File: config.mk
export PLATFORM = sky130hd
export DESIGN_NAME = uart_rx_command_controller
export DESIGN_NICKNAME = d
export VERILOG_FILES = /design/src/rtl/uart_sys_pkg.sv /design/src/rtl/frame_timeout_counter.sv /design/src/rtl/uart_rx_command_controller.sv
export SDC_FILE = /design/constraint.sdc
export NUM_CORES = 1
export LEC_CHECK = 0
export CORE_ASPECT_RATIO = 0.7
export CORE_MARGIN = 8
export CORE_UTILIZATION = 30
export CTS_BUF_LIST = sky130_fd_sc_hd__clkbuf_8
export DETAILED_ROUTE_END_ITERATION = 6
export PLACE_DENSITY = 0.57
export SLEW_MARGIN = 0
export SYNTH_ARGS = -nofsm -noshare
export SYNTH_HDL_FRONTEND = slang
export SYNTH_SLANG_ARGS = --single-unit
File: constraint.sdc
create_clock -name clk -period 1.58 [get_ports clk]
set_input_delay 0.237 -clock clk [delete_from_list [all_inputs] [get_ports clk]]
set_output_delay 0.237 -clock clk [all_outputs]
set_load 0.02 [all_outputs]
File: src/rtl/uart_sys_pkg.sv
// Shared definitions for the UART command path: command byte codes,
// controller state encoding and the fixed ALU operand register addresses.
package uart_sys_pkg;

   // First byte of a frame selects the command
   localparam logic [7:0] CMD_REG_WR  = 8'hAA;
   localparam logic [7:0] CMD_REG_RD  = 8'hBB;
   localparam logic [7:0] CMD_ALU_OP  = 8'hCC;
   localparam logic [7:0] CMD_ALU_NOP = 8'hDD;

   // Controller state encoding; 3'd7 is unused and recovers to idle
   localparam logic [2:0] ST_IDLE_ENC     = 3'd0;
   localparam logic [2:0] ST_WR_ADDR_ENC  = 3'd1;
   localparam logic [2:0] ST_WR_DATA_ENC  = 3'd2;
   localparam logic [2:0] ST_RD_ADDR_ENC  = 3'd3;
   localparam logic [2:0] ST_ALU_OPA_ENC  = 3'd4;
   localparam logic [2:0] ST_ALU_OPB_ENC  = 3'd5;
   localparam logic [2:0] ST_ALU_FUNC_ENC = 3'd6;

   typedef enum logic [2:0] {
      ST_IDLE     = ST_IDLE_ENC,
      ST_WR_ADDR  = ST_WR_ADDR_ENC,
      ST_WR_DATA  = ST_WR_DATA_ENC,
      ST_RD_ADDR  = ST_RD_ADDR_ENC,
      ST_ALU_OPA  = ST_ALU_OPA_ENC,
      ST_ALU_OPB  = ST_ALU_OPB_ENC,
      ST_ALU_FUNC = ST_ALU_FUNC_ENC
   } state_e;

   // Register-file slots the ALU reads its operands from
   localparam int unsigned OPA_ADDR = 0;
   localparam int unsigned OPB_ADDR = 1;

endpackage

File: src/rtl/frame_timeout_counter.sv
// Inter-byte watchdog for a partially received frame. Down-counter that is
// reloaded by every received byte (clear) and while no frame is open
// (enable low); expire is a combinational pulse in the cycle the count has
// run out with no byte arriving, so a byte on that same cycle always wins.
module frame_timeout_counter #(
   parameter int TIMEOUT_CYCLES = 4096
) (
   input  logic clk,
   input  logic reset,
   input  logic clear,
   input  logic enable,
   output logic expire
);

   localparam int CNT_W = (TIMEOUT_CYCLES > 2) ? $clog2(TIMEOUT_CYCLES) : 1;
   localparam logic [CNT_W-1:0] LOAD = CNT_W'(TIMEOUT_CYCLES - 1);

   logic [CNT_W-1:0] cnt_q;
   logic [CNT_W-1:0] cnt_d;

   // Terminal-count compare and reload/decrement selection
   always_comb begin
      expire = enable && !clear && (cnt_q == '0);
      cnt_d  = cnt_q;
      if (clear || !enable || expire) begin
         cnt_d = LOAD;
      end else begin
         cnt_d = cnt_q - CNT_W'(1);
      end
   end

   // Counter register
   always_ff @(posedge clk or negedge reset) begin
      if (!reset) begin
         cnt_q <= LOAD;
      end else begin
         cnt_q <= cnt_d;
      end
   end

endmodule

File: src/rtl/uart_rx_command_controller.sv
// Byte-stream command parser between the UART receiver and the register
// file / ALU. Every output is registered; strobes and cmd_error are single
// cycle pulses one clock after the byte that completes a step.
// Build option: define UART_RX_CMD_TIMEOUT_EN to abandon a partial frame
// after TIMEOUT_CYCLES clocks without a byte (the parameter exists only
// in that build).
//
// state       | meaning
// ST_IDLE     | waiting for a command byte
// ST_WR_ADDR  | register write, next byte is the address
// ST_WR_DATA  | register write, next byte is the data (write strobe)
// ST_RD_ADDR  | register read, next byte is the address (read strobe)
// ST_ALU_OPA  | ALU op, next byte is operand A (written to OPA_ADDR)
// ST_ALU_OPB  | ALU op, next byte is operand B (written to OPB_ADDR)
// ST_ALU_FUNC | next byte is the ALU function (execute strobe)
module uart_rx_command_controller
   import uart_sys_pkg::*;
#(
   parameter int DATA_WIDTH = 8,
   parameter int ADDR_WIDTH = 4,
   parameter int FUNC_WIDTH = 4
`ifdef UART_RX_CMD_TIMEOUT_EN
   ,
   parameter int TIMEOUT_CYCLES = 4096
`endif
) (
   input  logic                  clk,
   input  logic                  reset,
   input  logic [DATA_WIDTH-1:0] rx_data,
   input  logic                  rx_data_valid,
   output logic                  reg_wr_en,
   output logic                  reg_rd_en,
   output logic [ADDR_WIDTH-1:0] reg_addr,
   output logic [DATA_WIDTH-1:0] reg_wr_data,
   output logic                  alu_enable,
   output logic [FUNC_WIDTH-1:0] alu_function,
   output logic                  busy,
   output logic                  cmd_error
);

   state_e                  state_q, state_d;
   logic                    reg_wr_en_q, reg_wr_en_d;
   logic                    reg_rd_en_q, reg_rd_en_d;
   logic [ADDR_WIDTH-1:0]   reg_addr_q, reg_addr_d;
   logic [DATA_WIDTH-1:0]   reg_wr_data_q, reg_wr_data_d;
   logic                    alu_enable_q, alu_enable_d;
   logic [FUNC_WIDTH-1:0]   alu_function_q, alu_function_d;
   logic                    busy_q, busy_d;
   logic                    cmd_error_q, cmd_error_d;
   logic                    timeout_expire;

`ifdef UART_RX_CMD_TIMEOUT_EN
   frame_timeout_counter #(
      .TIMEOUT_CYCLES (TIMEOUT_CYCLES)
   ) u_frame_timeout (
      .clk    (clk),
      .reset  (reset),
      .clear  (rx_data_valid),
      .enable (state_q != ST_IDLE),
      .expire (timeout_expire)
   );
`else
   assign timeout_expire = 1'b0;
`endif

   // Next-state and next-output decode; advances only on a valid byte
   always_comb begin
      state_d        = state_q;
      reg_addr_d     = reg_addr_q;
      reg_wr_data_d  = reg_wr_data_q;
      alu_function_d = alu_function_q;
      reg_wr_en_d    = 1'b0;
      reg_rd_en_d    = 1'b0;
      alu_enable_d   = 1'b0;
      cmd_error_d    = 1'b0;

      case (state_q)
         ST_IDLE: begin
            if (rx_data_valid) begin
               case (rx_data)
                  DATA_WIDTH'(CMD_REG_WR):  state_d = ST_WR_ADDR;
                  DATA_WIDTH'(CMD_REG_RD):  state_d = ST_RD_ADDR;
                  DATA_WIDTH'(CMD_ALU_OP):  state_d = ST_ALU_OPA;
                  DATA_WIDTH'(CMD_ALU_NOP): state_d = ST_ALU_FUNC;
                  default:                  cmd_error_d = 1'b1;
               endcase
            end
         end
         ST_WR_ADDR: begin
            if (rx_data_valid) begin
               reg_addr_d = rx_data[ADDR_WIDTH-1:0];
               state_d    = ST_WR_DATA;
            end
         end
         ST_WR_DATA: begin
            if (rx_data_valid) begin
               reg_wr_data_d = rx_data;
               reg_wr_en_d   = 1'b1;
               state_d       = ST_IDLE;
            end
         end
         ST_RD_ADDR: begin
            if (rx_data_valid) begin
               reg_addr_d  = rx_data[ADDR_WIDTH-1:0];
               reg_rd_en_d = 1'b1;
               state_d     = ST_IDLE;
            end
         end
         ST_ALU_OPA: begin
            if (rx_data_valid) begin
               reg_addr_d    = ADDR_WIDTH'(OPA_ADDR);
               reg_wr_data_d = rx_data;
               reg_wr_en_d   = 1'b1;
               state_d       = ST_ALU_OPB;
            end
         end
         ST_ALU_OPB: begin
            if (rx_data_valid) begin
               reg_addr_d    = ADDR_WIDTH'(OPB_ADDR);
               reg_wr_data_d = rx_data;
               reg_wr_en_d   = 1'b1;
               state_d       = ST_ALU_FUNC;
            end
         end
         ST_ALU_FUNC: begin
            if (rx_data_valid) begin
               alu_function_d = rx_data[FUNC_WIDTH-1:0];
               alu_enable_d   = 1'b1;
               state_d        = ST_IDLE;
            end
         end
         default: begin
            state_d = ST_IDLE;
         end
      endcase

      // Expiry is never raised alongside a valid byte, so no strobe is lost
      if (timeout_expire) begin
         state_d     = ST_IDLE;
         cmd_error_d = 1'b1;
      end

      busy_d = (state_d != ST_IDLE);
   end

   // State and output registers
   always_ff @(posedge clk or negedge reset) begin
      if (!reset) begin
         state_q        <= ST_IDLE;
         reg_wr_en_q    <= 1'b0;
         reg_rd_en_q    <= 1'b0;
         reg_addr_q     <= '0;
         reg_wr_data_q  <= '0;
         alu_enable_q   <= 1'b0;
         alu_function_q <= '0;
         busy_q         <= 1'b0;
         cmd_error_q    <= 1'b0;
      end else begin
         state_q        <= state_d;
         reg_wr_en_q    <= reg_wr_en_d;
         reg_rd_en_q    <= reg_rd_en_d;
         reg_addr_q     <= reg_addr_d;
         reg_wr_data_q  <= reg_wr_data_d;
         alu_enable_q   <= alu_enable_d;
         alu_function_q <= alu_function_d;
         busy_q         <= busy_d;
         cmd_error_q    <= cmd_error_d;
      end
   end

   assign reg_wr_en    = reg_wr_en_q;
   assign reg_rd_en    = reg_rd_en_q;
   assign reg_addr     = reg_addr_q;
   assign reg_wr_data  = reg_wr_data_q;
   assign alu_enable   = alu_enable_q;
   assign alu_function = alu_function_q;
   assign busy         = busy_q;
   assign cmd_error    = cmd_error_q;

endmodule

Word level (Yosys, flattened, before mapping)
Cells that the tools add are included.
{"block": "word_totals", "out_inout_bits": 21, "elab_cells": 50, "ff_bits": 24}
{"block": "op_classes", "n_mux": 18, "reduce_logical": 10, "eq_ne": 13}
{"operator": "8-bit equality test, second input constant", "n": 4}
{"operator": "3-bit 2-to-1 mux", "n": 5}
{"operator": "3-bit one-hot mux with 5 select lines", "n": 1}
{"operator": "4-bit 2-to-1 mux", "n": 3}
{"operator": "3-bit one-hot mux with 4 select lines", "n": 1}
{"operator": "4-bit one-hot mux with 3 select lines", "n": 1}
{"operator": "3-bit equality test, second input constant", "n": 3}
{"operator": "1-bit 2-to-1 mux", "n": 7}
{"operator": "3-bit by 2-bit equality test with 1-bit output, second input constant", "n": 2}
{"operator": "3-bit nonzero test", "n": 2}
{"operator": "3-bit OR reduction", "n": 2}
{"operator": "2-bit inequality test, second input constant", "n": 2}
{"operator": "2-bit AND reduction", "n": 2}
{"operator": "4-bit AND reduction", "n": 1}
{"operator": "4-bit OR reduction", "n": 1}
{"operator": "3-bit by 1-bit equality test with 1-bit output, second input constant", "n": 1}
{"operator": "3-bit logical NOT", "n": 1}
{"operator": "2-bit by 1-bit inequality test with 1-bit output, second input constant", "n": 1}
{"operator": "2-bit OR reduction", "n": 1}

Depth between registers and ports, before layout
{"block": "depth", "ltp_word": 5, "depth_mapped": 4, "mapped_depth_nobuf": 3}

Worst setup path after synthesis
OpenSTA, ideal clock, no wires.
{"block": "synth_timing", "path_type": "register -> register", "from": "reg state_q[2]", "to": "reg reg_wr_data_q[0], in the netlist reg_wr_data[0]", "setup_slack_ps": 251, "setup_ps": 125, "arrival_ps": 1204, "n_path_buf": 0, "stages_incl_launch_ff": 4, "period_less_slack_ps": 1329, "path_cell_list": "dfrtp_1 nor2b_2 o21ai_4 mux2_2"}
{"block": "synth_via", "elab_chain_cells": 3, "elab_cells_between_ends": 5, "cone_classes": "3 x eq/ne; 2 x reduce/logical"}
{"element": "start: declaration", "line": "uart_rx_command_controller.sv:41", "text": "state_e state_q, state_d;"}
{"element": "start signal: assignment", "line": "uart_rx_command_controller.sv:159", "text": "state_q <= state_d;"}
{"element": "3-bit equality test or 3-bit by 2-bit equality test with 1-bit output (tied branches)", "line": "uart_rx_command_controller.sv:77", "text": "case (state_q)"}
{"element": "3-bit OR reduction (no source line) *"}
{"element": "2-bit AND reduction (no source line) *"}
{"element": "end signal: assignment", "line": "uart_rx_command_controller.sv:163", "text": "reg_wr_data_q <= reg_wr_data_d;"}
{"element": "end: declaration", "line": "uart_rx_command_controller.sv:45", "text": "logic [DATA_WIDTH-1:0] reg_wr_data_q, reg_wr_data_d;"}
Every way passes the cells marked *; elsewhere a longest branch is shown, timed or not.
A chain may end at the register's enable or synchronous reset.

Final worst setup path
{"block": "layout_timing", "from": "reg reg_addr_q[1], in the netlist reg_addr[1]", "to": "out reg_addr[1]"}
{"element": "start: declaration", "line": "uart_rx_command_controller.sv:44", "text": "logic [ADDR_WIDTH-1:0] reg_addr_q, reg_addr_d;"}
{"element": "start signal: assignment", "line": "uart_rx_command_controller.sv:162", "text": "reg_addr_q <= reg_addr_d;"}
{"element": "end: declaration", "line": "uart_rx_command_controller.sv:33", "text": "output logic [ADDR_WIDTH-1:0] reg_addr,"}
No word-level cell between the ends.

==> qor.yml <==
cells_and_area:
  final_common_cell: "clkdlybuf4s50_1"
  drive_gt1_share_pct: 23.3
  num-fill-cells: 329
  seq_area_sq_um: 601
  nets: 141
  multi_input_area_sq_um: 458
  layout-area-overhead-vs-synth_pct: 44.4
  n_antenna_cell: 0
  final_cell_mix: "clkdlybuf4s50_1 (31), dfrtp_1 (24), mux2_2 (12)"
clock_network:
  clockBufferDepth: 2
  clkSlewWorstSetupHoldPaths_ns: 0.08
  postCtsSetupBuffers: 0
  cts-root-buf: "clkbuf_8"
  worstSkewPairLatency_ns: 0.27
  clock_tree.htree_level_count: 1
  tritoncts: "built"
  holdBufCountCts: 0
  cts_made_buffers: 3
  cts_num_sinks: 24
  cts_resized: 0
worst_setup_path:
  cp.buffers_inverters: 1
  crit_family: "buffers and inverters"
  path_max_fanout: 3
  cp_slowest_stage_delay_ns: 0.63
  criticalPathCategory: "reg -> out"
  crit_slowest_cell: "clkdlybuf4s50_1"
  crit_chain: "clkdlybuf4s50_1"
  end_kind: "primary output"
  worstSetupStartpointType: "flop"
  cp.arrival_ns: 1.27
  required_ns: 1.34
placement:
  routabilityCongestion: 0.764
  pre_cts_ws_ns: -0.0125
  io_buffers: 31
  hpwl_um: 2110
drt:
  avgViaCountPerCell: 4.82
  remaining_drc_errors: 0
  wirelength_um: 2760
  dr.pass1.iters: 4
  drtAntennaViolNets: 0
  wl_per_cell_um: 15.4
  vias: 863
  drt_iter0_drc: 89
global_route:
  grt_max_degree: 25
  grt_pass1_vias: 939
  antenna_found_initial: 0
  grt_pass1_wl_um: 4720
  gr-total-overflow: 0
  grt.total_usage_pct: 10.5
power:
  pwr-share-clk_pct: 14.1
  p_int_mw: 1.86
  peakVddDrop_mv: 0.786
  power.leakage_nw: 0.645
  finalPower_mw: 2.95
  comb_power_share_pct: 50.8
  p_sw_share_pct: 36.9
  pwr-share-seq_pct: 35.1
  p_switching_mw: 1.09
  power.density_nw_per_um2: 1890
logic_synthesis:
  synth_nets: 100
  post-synth-top-area-fraction_pct: 55.6
  ys_ff_latch: 24
  ys.warnings.count: 0
  synth_area_leader_cell: "dfrtp_1"
  synth.distinct_cells: 30
  netlist_area_sq_um: 1080
  synth.area.top_cells: "dfrtp_1 (56%), mux2_2 (12%), nor2b_1 (2.9%)"
  seq_area_frac_synth_pct: 55.6
  synthCells: 89
  syn_avg_cell_area_sq_um: 12.1
sta:
  grt_setup_unrepaired: "no"
  finalSetupViolCount: 0
  finalCritPeriodShare_pct: 95.6
  final_max_slew_viol_count: 0
  hold_viol_final: 0
  max_freq_mhz: 662
  skew_ns: 0.00215
  holdWs_ns: 0.324
  tightestPinTransition_ns: 0.355
  slew_headroom_pct: 76.3
  worst_slack_ns: 0.0693
  period_needed_ns: 1.51
worst_hold_path:
  worstHoldPathType: "in -> async"
floorplan:
  fp.dieH_um: 66.2
  coreArea_sq_um: 3490
  die_area_sq_um: 5810
  die_w_um: 87.8
  start_util_pct: 31.0
  pin_count: 32
  placementRows: 18
outcome:
  status: "finished clean"
job:
  drv_cap: 0
## layout make-up
cell class,instances,share of cell area [%]
inverters,2,0.481
repair buffers,40,24.2
well taps,50,4.01
flip-flops and latches,24,38.5
multi-input cells,59,29.3
clock buffers,4,3.53
## registers in the layout, summed over array words and instances, names as in the netlist
name,flops
alu_enable,1
alu_function,4
busy,1
cmd_error,1
reg_addr,4
reg_rd_en,1
reg_wr_data,8
reg_wr_en,1
state_q,3
## per-layer routing
metal | wire (um) | track usage, %
met2 | 1290 | 16.1
met4 | 0 | 2.35
met3 | 183 | 4.71
met1 | 1290 | 13.2
met5 | 0 | 0
## path summary, 6_finish.rpt
| kind | start | endpoint | slack (ns) | cells past startpoint |
|---|---|---|---|---|
| max in group asynchronous | reset | state_q[2] | 1.02 | 2 |
| setup reg to reg | state_q[0] | alu_function[0] | 0.14 | 3 |
| hold / removal | reset | reg_wr_data[2] | 0.32 | 2 |
| setup / recovery | reg_addr[1] | reg_addr[1] | 0.07 | 1 |
| min in group clk | reg_wr_data[4] | reg_wr_data[4] | 0.51 | 1 |
| hold reg to reg | reg_wr_data[4] | reg_wr_data[4] | 0.51 | 1 |
## power groups by stage
stage / clock network (mW) / registers, mW / logic, mW
finish: 0.415 / 1.03 / 1.50
global placement: 0 / 1.04 / 1.50
detailed placement: 0 / 1.05 / 1.51
floorplan: 0 / 1.32 / 0.529
CTS: 0.428 / 1.04 / 1.52
global route: 0.452 / 1.08 / 1.62
## cells by family (layout without fill, tap and decap cells)
group / Yosys count / count (layout) / synth area share [%]
simple gates: 28 / 28 / 17.0
flops: 24 / 24 / 55.6
compound gates: 18 / 18 / 12.0
mux: 12 / 12 / 12.5
buf+inv: 6 / 46 / 2.08
xor+xnor: 1 / 1 / 0.810
## metrics by stage
| step | instance area, sq um | TNS, ns | std cells | utilization, % |
|---|---|---|---|---|
| 6_report | 1560 | 0 | 179 | 44.7 |
| 5_1_grt | 1560 | 0 | 179 | 44.7 |
| 4_1_cts | 1560 | 0 | 179 | 44.7 |
| 3_5_place_dp | 1510 | -0.0214 | 175 | 43.2 |
| 3_3_place_gp | 1510 | 0 | 175 | 43.2 |
| 2_1_floorplan | 1080 | 0 | 89 | - |
## synth_stat cells
library cell / count
dfrtp_1: 24
mux2_2: 12
nor2b_1: 5
a21oi_1: 4
a31oi_1: 4
clkbuf_1: 4
nand2_1: 3
nor2_1: 3
nor3_1: 3
o2bb2ai_1: 3
and4bb_2: 2
inv_1: 2
nand2b_1: 2
nand3b_1: 2
a211oi_1: 1
and2_1: 1
and2b_1: 1
nand3_1: 1
nand4_1: 1
nor2b_2: 1
nor3b_1: 1
nor3b_2: 1
nor4b_1: 1
o2111ai_1: 1
o211ai_1: 1
o21ai_0: 1
o21ai_4: 1
o22ai_1: 1
o31ai_1: 1
xnor2_1: 1
Note: power is estimated with default switching activity, not from simulation.
==> edit 1: new RTL, config.mk and constraints unchanged <==
The output `reg_wr_en` loses its register stage (`reg_wr_en_q` becomes a continuous assignment).
--- a/src/rtl/uart_rx_command_controller.sv
+++ b/src/rtl/uart_rx_command_controller.sv
@@ -148,5 +148,4 @@
       if (!reset) begin
          state_q        <= ST_IDLE;
-         reg_wr_en_q    <= 1'b0;
          reg_rd_en_q    <= 1'b0;
          reg_addr_q     <= '0;
@@ -158,5 +157,4 @@
       end else begin
          state_q        <= state_d;
-         reg_wr_en_q    <= reg_wr_en_d;
          reg_rd_en_q    <= reg_rd_en_d;
          reg_addr_q     <= reg_addr_d;
@@ -168,4 +166,6 @@
       end
    end
+
+   assign reg_wr_en_q = reg_wr_en_d;
 
    assign reg_wr_en    = reg_wr_en_q;
Formal check against the unedited RTL: not equivalent (a bounded check fails within 4 cycles, from zero or initial values and one cycle with reset low).
==> edit 1 against the unedited design <==
Worst setup slack gained 4.8 ps. Register-to-register slack better by 20 ps. Sequential power fell by 3%. Sequential cell count down 1. Hold slack improved by 1.3 ps. Area after synthesis is 2.3% lower. Non-clock buffer count is 8 higher. Design area is 2.0% higher. Global-route usage is 0.12 points lower. Routed wire length fell by 3.2%. Total power is 1.6% lower. Die area decreased by 1.8%. Critical path type unchanged. Critical endpoint is now reg_addr[0].
==> edit 1: results (changes against the unedited design) <==
- Result of the run: finished clean (unchanged)
- The final RePlAce weighted congestion is 0.753 (was 0.764).
- The worst supply voltage drop on vdd came to 0.861 mV (was 0.786 mV).
- Number of port buffers: 31 (unchanged)
- The total routed wirelength was 2670 µm (was 2760 µm).
* Worst setup slack before clock tree synthesis: -155 ps (was -12.5 ps)
* Min Hold Slack: 325 ps (was 324 ps)
* Final Cycle Share: 95.3% (was 95.6%)
- Leading cell types by total area after synthesis: dfrtp_1, mux2_2, nor2b_1, o2bb2ai_1, a31oi_1 (unchanged).
* Delay-heaviest family, CP: buffers and inverters (unchanged)
- The static leakage is 0.000673 µW (was 0.000645 µW).
- Crit-path max FO: 3 (unchanged)
- Count of unique library cells instantiated by Yosys: 30 (unchanged)
- The setup skew after layout came to 2.82 ps (was 2.15 ps).
* Total clock buffers created by CTS: 3 (unchanged)
- The maximum root-to-sink buffer count was 2 (unchanged).
* NumNets Final: 148 (was 141)
- The via count of the first global-routing pass was 1008 (was 939).
* Final HPWL DP: 2120 µm (was 2110 µm)
- Remaining antenna violation count after routing: 0 (unchanged)
* Number of flip-flops under the largest register name: 8 (unchanged)
* Deepest level of the CTS H-tree: 1 (unchanged)
- The data arrival at the endpoint of the critical path was 1270 ps (about the same).
* Number of violations reported at the end of detailed-routing iteration 0: 41 (was 89)
* Aggregate global-route resource usage: 10.4% (was 10.5%)
- Top cell types by occurrence after synthesis: dfrtp_1, mux2_2, nor2b_1 (unchanged)
- Register area share after synthesis: 54.5% (was 55.6%)
- The clock slew at the register clock pins of the worst setup and hold paths came to 80 ps (about the same).
* Critical Path Slowest Stage Cell: clkdlybuf4s50_1 (unchanged)
- The internal reg-to-reg setup slack is 160 ps (was 140 ps).
- Fraction of layout instances using a drive strength above 1: 28.7% (was 23.3%)
- The total nets after synthesis was 99 (was 100).
- The normalized max-slew margin came to 79.0% (was 76.3%).
- Detailed Routing Iterations Pass 1: 4 (unchanged)
- The maximum number of pins on one net before global-route repair was 24 (was 25).
* Vias per cell: 4.81 (was 4.82)
- Wire length of the first global-routing pass: 4680 µm (was 4720 µm)
- The initial antenna violation count came to 0 (unchanged).
-- edit 1: cell count changes after synthesis, sizes merged --
cell	delta
dfrtp	-1
-- edit 1: final cells by class --
class / count / area, µm²
fill: 336 / 1850
sequential: 23 / 576
multi-input combinational: 59 / 469
timing repair buffer: 48 / 433
tap: 50 / 62.6
clock buffer: 3 / 41.3
inverter: 2 / 7.51
clock inverter: 1 / 3.75
-- edit 1: path summary, 6_finish.rpt --
| kind | cells after the start | endpoint | start |
|---|---|---|---|
| worst max register to register | 4 | alu_function[1] | state_q[0] |
| worst min-delay path | 2 | reg_wr_data[4] | reset |
| worst min register to register | 1 | reg_wr_data[5] | reg_wr_data[5] |
| min in group clk | 1 | reg_wr_data[5] | reg_wr_data[5] |
| worst max-delay path | 1 | reg_addr[0] | reg_addr[0] |
| max in group asynchronous | 2 | reg_addr[3] | reset |
-- edit 1: per-layer routing --
metal,up-vias,wire length [µm],share of wire (%),GRT usage [%]
met5,-,0,0,0
met4,0,7,0.26,1.92
met3,2,131,4.9,3.49
met2,24,1290,48,16.8
met1,446,1240,46,13.2
li1,422,-,-,-
-- edit 1: report_power, final --
part           internal, µW  switching, µW
clock                   173            185
sequential              842            154
combinational           792            753
total                  1810           1090
-- edit 1: through the flow --
stage	instances	cell area, µm²
finish	186	1590
global route	186	1590
CTS	186	1590
detailed placement	181	1530
global placement	181	1530
floorplan	88	1060
-- edit 1: repair_timing --
item / 4_1_cts / 5_1_grt
resized for setup: 5 / 1
buffers inserted: 1 / 0
endpoints found under the setup margin: 1 / 4
-- edit 1: cells by family (layout without fill, tap and decap cells) --
kind of cell	after synthesis	in the layout	share of synthesized area (%)
multiplexers	12	12	12.8
XOR/XNOR	1	1	0.830
AO/OA/AOI/OAI	18	18	12.3
buffers and inverters	6	54	2.13
AND/OR/NAND/NOR	28	28	17.4
flip-flops	23	23	54.5
==> edit 2: new RTL, config.mk and constraints unchanged <==
Made on the original files. Change the parameter `ADDR_WIDTH` from 4 to 5.
--- a/src/rtl/uart_rx_command_controller.sv
+++ b/src/rtl/uart_rx_command_controller.sv
@@ -18,5 +18,5 @@
 #(
    parameter int DATA_WIDTH = 8,
-   parameter int ADDR_WIDTH = 4,
+   parameter int ADDR_WIDTH = 5,
    parameter int FUNC_WIDTH = 4
 `ifdef UART_RX_CMD_TIMEOUT_EN
Ports: changed (resized reg_addr); port bits go from 32 to 33. The function was not compared with the original's and may differ.
==> edit 2 against the unedited design <==
Worst setup slack worse by 9.6 ps. Routed wire length increased by 9.4%. Design area grew 6.2%. Area after synthesis is 9.7% higher. Via count up 5.6%. Total power up 6.4%. Critical path depth unchanged. Sequential cell count grew 1. Critical path type unchanged. Largest cell class unchanged. Largest power group unchanged.
==> edit 2: results (changes against the unedited design) <==
- Result of the run: finished clean (unchanged)
- Number of port buffers: 32 (was 31)
- The topmost layer with routed signal wires is met4 (was met3).
- The wire length on met1 was 1440 µm (was 1290 µm).
* Final weighted congestion in routability-driven placement: 0.786 (was 0.764)
- Worst setup skew after layout: 2.77 ps (was 2.15 ps)
- The via count normalized by instance count came to 4.87 (was 4.82).
* Aggregate global-route resource usage: 10.1% (was 10.5%)
* IR Drop Worst-Case VDD: 0.806 mV (was 0.786 mV)
* Via count of the first global-routing pass: 951 (was 939)
- Power density cells: 1890 nW/µm² (about the same)
- Area after detailed placement: 1610 µm² (was 1510 µm²)
* Count of unique library cells instantiated by Yosys: 34 (was 30)
- The buffer count from post-CTS setup fixing was 0 (unchanged).
* Instance count after placement with tap cells included: 183 (was 175)
- CP endpoint: reg_addr[0] (was reg_addr[1])
* Global-route track usage on met1: 12.8% (was 13.2%)
* Largest net degree at the start of global routing: 26 (was 25)
- The startpoint of the most critical setup path is reg_addr[0] (was reg_addr[1]).
- Power dissipated in the clock network: 386 µW (was 415 µW)
- The met2 usage in global routing is 15.9% (was 16.1%).
- Routed length on met3: 220 µm (was 183 µm)
* Rel. slew slack: 71.9% (was 76.3%)
* NumNets Final: 147 (was 141)
- Routed WL per cell: 16.1 µm (was 15.4 µm)
* Syn_nets: 106 (was 100)
* FF-to-FF End: reg_wr_data[5] (was alu_function[0])
- Leakage Power: 0.000713 µW (was 0.000645 µW)
- The final instance count without filler cells is 187 (was 179).
- Leading cell types by total area after synthesis: dfrtp_1, mux2_4, mux2_2, nor2b_1, o2bb2ai_1 (was dfrtp_1, mux2_2, nor2b_1, o2bb2ai_1, a31oi_1)
* Clock edge transition at the registers on the reported setup and hold paths: ~90 ps
* Top cell types by occurrence after synthesis: dfrtp_1, mux2_4, nor2b_1 (was dfrtp_1, mux2_2, nor2b_1)
* Register area share after synthesis: 52.7% (was 55.6%)
- Power drawn by the sequential cells: 1070 µW (was 1030 µW)
- The share of cells above drive strength 1 came to 23.7% (was 23.3%).
* Met2 Wirelength: 1340 µm (was 1290 µm)
- Worst Reg-to-Reg Cells: 3 (unchanged)
edit 2: kinds of logic after synthesis:
logic type | share of synthesized area, %
flops | 52.7
xor+xnor | 0.739
compound gates | 12.2
simple gates | 16.9
mux | 13.9
buf+inv | 3.48
edit 2: metrics by stage:
| stage | utilization (%) | TNS (ps) | setup WS, ps |
|---|---|---|---|
| 3_3_place_gp | 41.9 | 0 | 29.8 |
| 5_1_grt | 43.1 | 0 | 2.39 |
| 2_1_floorplan | - | 0 | 201 |
| 4_1_cts | 43.1 | 0 | 45.3 |
| 6_report | 43.1 | 0 | 59.7 |
| 3_5_place_dp | 41.9 | -14.5 | -14.5 |
edit 2: cell type report:
class	count	area, µm²
inverter	2	7.51
clock inverter	1	5.00
multi-input combinational	62	519
sequential	25	626
timing repair buffer	42	395
fill	364	2190
clock buffer	3	41.3
tap	52	65.1
edit 2: worst reg2reg max path, stage by stage, from the launching register on:
cell	delay [ps]
dfrtp_1	420
nor3b_2	180
o21ai_4	350
mux2_4	340
